`src/rtl/riscv_pkg.sv`:
```
// Shared RV32 front-end definitions: widths, reset vector, instruction word type,
// base opcodes and the fetch-stage state encoding.
package riscv_pkg;

  localparam int              XLEN     = 32;
  localparam logic [XLEN-1:0] RESET_PC = 32'h0000_0000;

  typedef logic [31:0] instr_t;

  localparam logic [6:0] OP_RTYPE  = 7'b0110011;
  localparam logic [6:0] OP_BRANCH = 7'b1100011;
  localparam logic [6:0] OP_LOAD   = 7'b0000011;
  localparam logic [6:0] OP_IMM    = 7'b0010011;
  localparam logic [6:0] OP_STORE  = 7'b0100011;
  localparam logic [6:0] OP_JAL    = 7'b1101111;

  typedef enum logic [1:0] {BOOT, RUN, HOLD} fetch_state_e;

endpackage

```
`src/rtl/fetch_skid_buf.sv`:
```
// One-entry {instr, pc} holding register; load captures, drain empties, flush wins over both.
// Zero latency out of the register; the owner decides when to load (no overflow protection here).
module fetch_skid_buf #(
  parameter int XLEN = 32
) (
  input  logic                     clk,
  input  logic                     rst_n,
  input  logic                     load_i,
  input  logic                     drain_i,
  input  logic                     flush_i,
  input  riscv_pkg::instr_t        instr_i,
  input  logic [XLEN-1:0]          pc_i,
  output logic                     valid_o,
  output riscv_pkg::instr_t        instr_o,
  output logic [XLEN-1:0]          pc_o
);
  import riscv_pkg::*;

  logic            valid_q;
  instr_t          instr_q;
  logic [XLEN-1:0] pc_q;

  always_ff @(posedge clk or negedge rst_n) begin
    if (!rst_n) begin
      valid_q <= 1'b0;
      instr_q <= '0;
      pc_q    <= '0;
    end else if (flush_i) begin
      valid_q <= 1'b0;
    end else if (load_i) begin
      valid_q <= 1'b1;
      instr_q <= instr_i;
      pc_q    <= pc_i;
    end else if (drain_i) begin
      valid_q <= 1'b0;
    end
  end

  assign valid_o = valid_q;
  assign instr_o = instr_q;
  assign pc_o    = pc_q;

endmodule

```
`src/rtl/instr_fetch_stage.sv`:
```
// Fetch stage: PC register, 1-cycle sync imem, valid/ready to decode with a 1-entry skid; issue->valid is 1 cycle,
// redirect has priority and kills in-flight/skid data. FETCH_PERF_EN adds transfer/stall counters.
module instr_fetch_stage #(
  parameter int              XLEN     = riscv_pkg::XLEN,
  parameter logic [XLEN-1:0] RESET_PC = riscv_pkg::RESET_PC
) (
  input  logic            clk,
  input  logic            rst_n,
  output logic            imem_en_o,
  output logic [XLEN-1:0] imem_addr_o,
  input  logic [31:0]     imem_rdata_i,
  input  logic            redirect_i,
  input  logic [XLEN-1:0] redirect_pc_i,
  output logic            valid_o,
  input  logic            ready_i,
  output logic [31:0]     instr_o,
  output logic [XLEN-1:0] pc_o,
  output logic [XLEN-1:0] pc_plus4_o
`ifdef FETCH_PERF_EN
  ,
  output logic [31:0]     perf_fetch_cnt_o,
  output logic [31:0]     perf_stall_cnt_o
`endif
);
  import riscv_pkg::*;

  fetch_state_e    state_q, state_d;
  logic            inflight_q;
  logic [XLEN-1:0] pc_q, inflight_pc_q;
  logic            issue, skid_load, skid_drain, skid_valid, has_data;
  instr_t          skid_instr;
  logic [XLEN-1:0] skid_pc, fetch_addr;

  assign fetch_addr = redirect_i ? {redirect_pc_i[XLEN-1:2], 2'b00} : pc_q;

  always_comb begin
    state_d    = state_q;
    issue      = 1'b0;
    skid_load  = 1'b0;
    skid_drain = 1'b0;
    case (state_q)
      BOOT: begin
        issue   = 1'b1;
        state_d = RUN;
      end
      RUN: begin
        if (redirect_i || ready_i || !inflight_q) begin
          issue = 1'b1;
        end else begin
          skid_load = 1'b1;
          state_d   = HOLD;
        end
      end
      HOLD: begin
        if (redirect_i || ready_i) begin
          issue      = 1'b1;
          skid_drain = 1'b1;
          state_d    = RUN;
        end
      end
      default: state_d = BOOT;
    endcase
    // BOOT is also the reset state; keep the memory quiet until reset is released.
    if (!rst_n) issue = 1'b0;
  end

  always_ff @(posedge clk or negedge rst_n) begin
    if (!rst_n) begin
      state_q       <= BOOT;
      pc_q          <= RESET_PC;
      inflight_q    <= 1'b0;
      inflight_pc_q <= '0;
    end else begin
      state_q    <= state_d;
      inflight_q <= issue;
      if (issue) begin
        pc_q          <= fetch_addr + XLEN'(4);
        inflight_pc_q <= fetch_addr;
      end
    end
  end

  fetch_skid_buf #(.XLEN(XLEN)) u_skid (
    .clk     (clk),
    .rst_n   (rst_n),
    .load_i  (skid_load),
    .drain_i (skid_drain),
    .flush_i (redirect_i),
    .instr_i (imem_rdata_i),
    .pc_i    (inflight_pc_q),
    .valid_o (skid_valid),
    .instr_o (skid_instr),
    .pc_o    (skid_pc)
  );

  assign imem_en_o   = issue;
  assign imem_addr_o = fetch_addr;

  // Data outputs read as zero whenever nothing is held, so reset and boot present a clean bus.
  assign has_data   = skid_valid | inflight_q;
  assign valid_o    = has_data & ~redirect_i;
  assign instr_o    = skid_valid ? skid_instr : (inflight_q ? imem_rdata_i : '0);
  assign pc_o       = skid_valid ? skid_pc : (inflight_q ? inflight_pc_q : '0);
  assign pc_plus4_o = has_data ? pc_o + XLEN'(4) : '0;

`ifdef FETCH_PERF_EN
  logic [31:0] fetch_cnt_q, stall_cnt_q;

  always_ff @(posedge clk or negedge rst_n) begin
    if (!rst_n) begin
      fetch_cnt_q <= '0;
      stall_cnt_q <= '0;
    end else begin
      if (valid_o && ready_i)  fetch_cnt_q <= fetch_cnt_q + 32'd1;
      if (valid_o && !ready_i) stall_cnt_q <= stall_cnt_q + 32'd1;
    end
  end

  assign perf_fetch_cnt_o = fetch_cnt_q;
  assign perf_stall_cnt_o = stall_cnt_q;
`endif

endmodule

```
`config.mk`:
```
export PLATFORM = sky130hd
export DESIGN_NAME = instr_fetch_stage
export DESIGN_NICKNAME = d
export VERILOG_FILES = /design/src/rtl/riscv_pkg.sv /design/src/rtl/fetch_skid_buf.sv /design/src/rtl/instr_fetch_stage.sv
export SDC_FILE = /design/constraint.sdc
export NUM_CORES = 1
export LEC_CHECK = 0
export ABC_AREA = 1
export ABC_CLOCK_PERIOD_IN_PS = 3000
export CORE_MARGIN = 10
export CORE_UTILIZATION = 30
export DETAILED_ROUTE_END_ITERATION = 16
export GPL_ROUTABILITY_DRIVEN = 0
export PLACE_DENSITY = 0.53
export REMOVE_ABC_BUFFERS = 1
export SLEW_MARGIN = 40
export SYNTH_ARGS = -nofsm -noshare
export SYNTH_HDL_FRONTEND = slang
export SYNTH_SLANG_ARGS = --single-unit
```
`constraint.sdc`:
```
create_clock -name clk -period 3 [get_ports clk]
set_clock_uncertainty 0.2 [all_clocks]
set_input_delay 0.45 -clock clk [delete_from_list [all_inputs] [get_ports clk]]
set_output_delay 0.45 -clock clk [all_outputs]
set_load 0.05 [all_outputs]
```
==> results.cfg <==
[outcome]
status = finished, violations left
violations = negative setup slack

[global_route]
grt_pass1_vias = 7755
grt_use_total = 0.158
antenna_found_initial = 0
grt_max_degree = 109
grt.overflow.total = 0
grt_pass1_wl_mm = 42.5

[power_and_ir_drop]
p_leak_nw = 5.86
irDropWorstVdd_mv = 0.309
power_per_cell_area_nw_per_um2 = 642
p_total_mw = 7.99

[finish]
multi_input_area_um2 = 4330
antenna-diode-count = 0
stdcell_area_um2 = 12500
fillers = 2619
nNetsFinal = 1476
area_delta_synth_final_pct = 53.2
fin_cells = 1760
register_area_um2 = 3260
drive_gt1_frac = 0.262

[timing]
fmax_mhz = 326
timing.slew.headroom = 0.605
setup_slack_ps = -67.1
hold_viol = 0
fin_crit_sh = 1.02
grt_setup_unrepaired = true
drv_slew = 0
setup_viol = 4
fin_crit_ps = 3070
setup_tns_ps = -114
tightest_slew_ps = 592

[worst_setup_path]
critical_path_class = reg -> out
worstPathArrival_ps = 2420
critical_path_peak_fanout = 8
cp-start-kind = register
end_kind = output port
required_ps = 2350

[route]
drt.antenna.violating_nets = 0
vias_per_cell = 4.54
drc = 0
drt_wl_total_mm = 26.7
first_iter_violations = 505
first_pass_iters = 5
num_vias = 7996
wire_per_inst_um = 15.2

[clock_network]
cts_tree = done
cts_buffers = 17
clockBufferDepth = 2
clkLatencyLatePin_ps = 430
htree_levels = 4
cts-root-buf = clkbuf_16
cts.sinks = 130
clkSlewWorstSetupHoldPaths_ps = 60

[die]
die_area_um2 = 34100
die_x_um = 185
initial_core_util = 0.303
io_pins = 198
core_um2 = 26800
die_y_um = 185
num_rows = 60

[logic_synthesis]
synth_edf_count = 0
synth_area_um2 = 8130
synthTopCellsByCount = nand2_1 (412), dfrtp_1 (130), inv_1 (128), o21ai_0 (115), nor2_1 (94)
synth_ff_type = dfrtp_1
ys_ff_latch = 130
synth-seq-area-share = 0.400
synth_cell_type_count = 42
synth_area_leader_cell = dfrtp_1
ys_top_cells_by_area = dfrtp_1 (40%), nand2_1 (19%), o21ai_0 (7.1%)
ys_async_sr_fraction = 1.00
synth_cells = 1169
syn_avg_cell_area_um2 = 6.95
synth_most_common_cell = nand2_1
synth_warnings = 0
synth_top_area_frac = 0.400

[flow_run]
maxCapViolCount = 0

[place]
dp_hpwl_mm = 20.3
dp.cells = 1713
place_area_um2 = 11500
port_buffers = 195

[hold_path]
min_path_type = in -> async
-- flip-flops by register name (all words and copies together) (netlist names) --
register / flops
u_skid.instr_o: 32
u_skid.valid_o: 1
state_q: 2
inflight_q: 1
u_skid.pc_o: 32
inflight_pc_q: 30
pc_q: 32
-- cell type report --
cell class,instances,area share
well taps,341,0.0343
flip-flops and latches,130,0.261
clock buffers,18,0.0353
clock inverters,14,0.00965
repair buffers,269,0.272
multi-input cells,857,0.348
inverters,131,0.0401
-- timing repair --
item	CTS	global route
gates cloned	0	0
hold buffers	1	0
pin swaps	11	16
setup buffers	8	6
endpoints found under the setup margin	22	23
endpoints found under the hold margin	22	0
gates resized for setup	46	35
-- worst max-delay path: stages, from the launching register on --
cell      delay (ps)
dfrtp_2          430
clkinv_4         110
nor2_2            60
a21oi_4          160
ha_4             170
nand3_4           70
nor2_4           180
nand4_1          220
buf_4            200
xor2_1           140
inv_1             90
buf_12           140
-- cell usage in the layout, fill, tap and decap left out, types with 3 or more instances in the layout --
cell               n
xnor2_1            6
mux2_2            12
nor2_2            18
nand2_1          396
buf_6              4
o21a_1             3
a21oi_4            3
clkinv_4           3
clkdlybuf4s50_1   64
inv_1            124
xor2_1            14
nor2_4            19
a21oi_2            3
nor3_1             4
dfrtp_1          128
buf_4            104
o21ai_2            6
o21ai_0          114
inv_2              5
o21ai_4            3
xor2_2             3
clkbuf_16         17
a21oi_1           18
buf_12            95
nand2_2           49
nor2_1            81
nand4_1            6
nand3_4            4
o21ai_1            9
inv_6              7
nand3_1           66
nand3_2            3
-- path summary, 6_finish.rpt --
kind	start	end	slack, ps	cells past startpoint
worst max-delay path	u_skid.valid_o	pc_plus4_o[12]	-70	11
worst min-delay path	rst_n	pc_q[5]	250	2
worst max register to register	inflight_q	pc_q[19]	710	10
worst min register to register	pc_q[10]	pc_q[10]	280	2
max in group asynchronous	rst_n	u_skid.valid_o	1490	3
min in group clk	pc_q[10]	pc_q[10]	280	2
-- routing by layer --
layer / up-vias / global-route usage / part of all wire
met5: - / 0 / 0
met4: 0 / 0.0413 / 0.010
met3: 20 / 0.0356 / 0.065
met2: 189 / 0.259 / 0.48
met1: 3655 / 0.204 / 0.44
li1: 4132 / - / -
-- where the power goes --
part           total, mW  switching, mW  internal (mW)
registers           2.45          0.262           2.19
clock network       2.00          0.901           1.10
logic               3.54           2.11           1.42
total               7.99           3.28           4.72
-- cell families (layout without fill, tap and decap cells) --
logic type      Yosys count  count (layout)  synth area share
flops                   130             130             0.400
mux                      12              12            0.0166
compound gates          164             164             0.112
fa+ha+maj                 2               2           0.00308
buf+inv                 182             432            0.0993
xor+xnor                 23              23            0.0248
simple gates            656             656             0.344
-- stage by stage --
step                      utilization  hold slack (ps)  setup slack [ps]
after floorplan                     -            -45.6             -1860
after global placement          0.428              133               251
after detailed placement        0.428              135               229
after CTS                       0.458              241              -156
after global routing            0.465              282              -190
final                           0.465              247             -67.1
(Power assumes the default switching activity.)
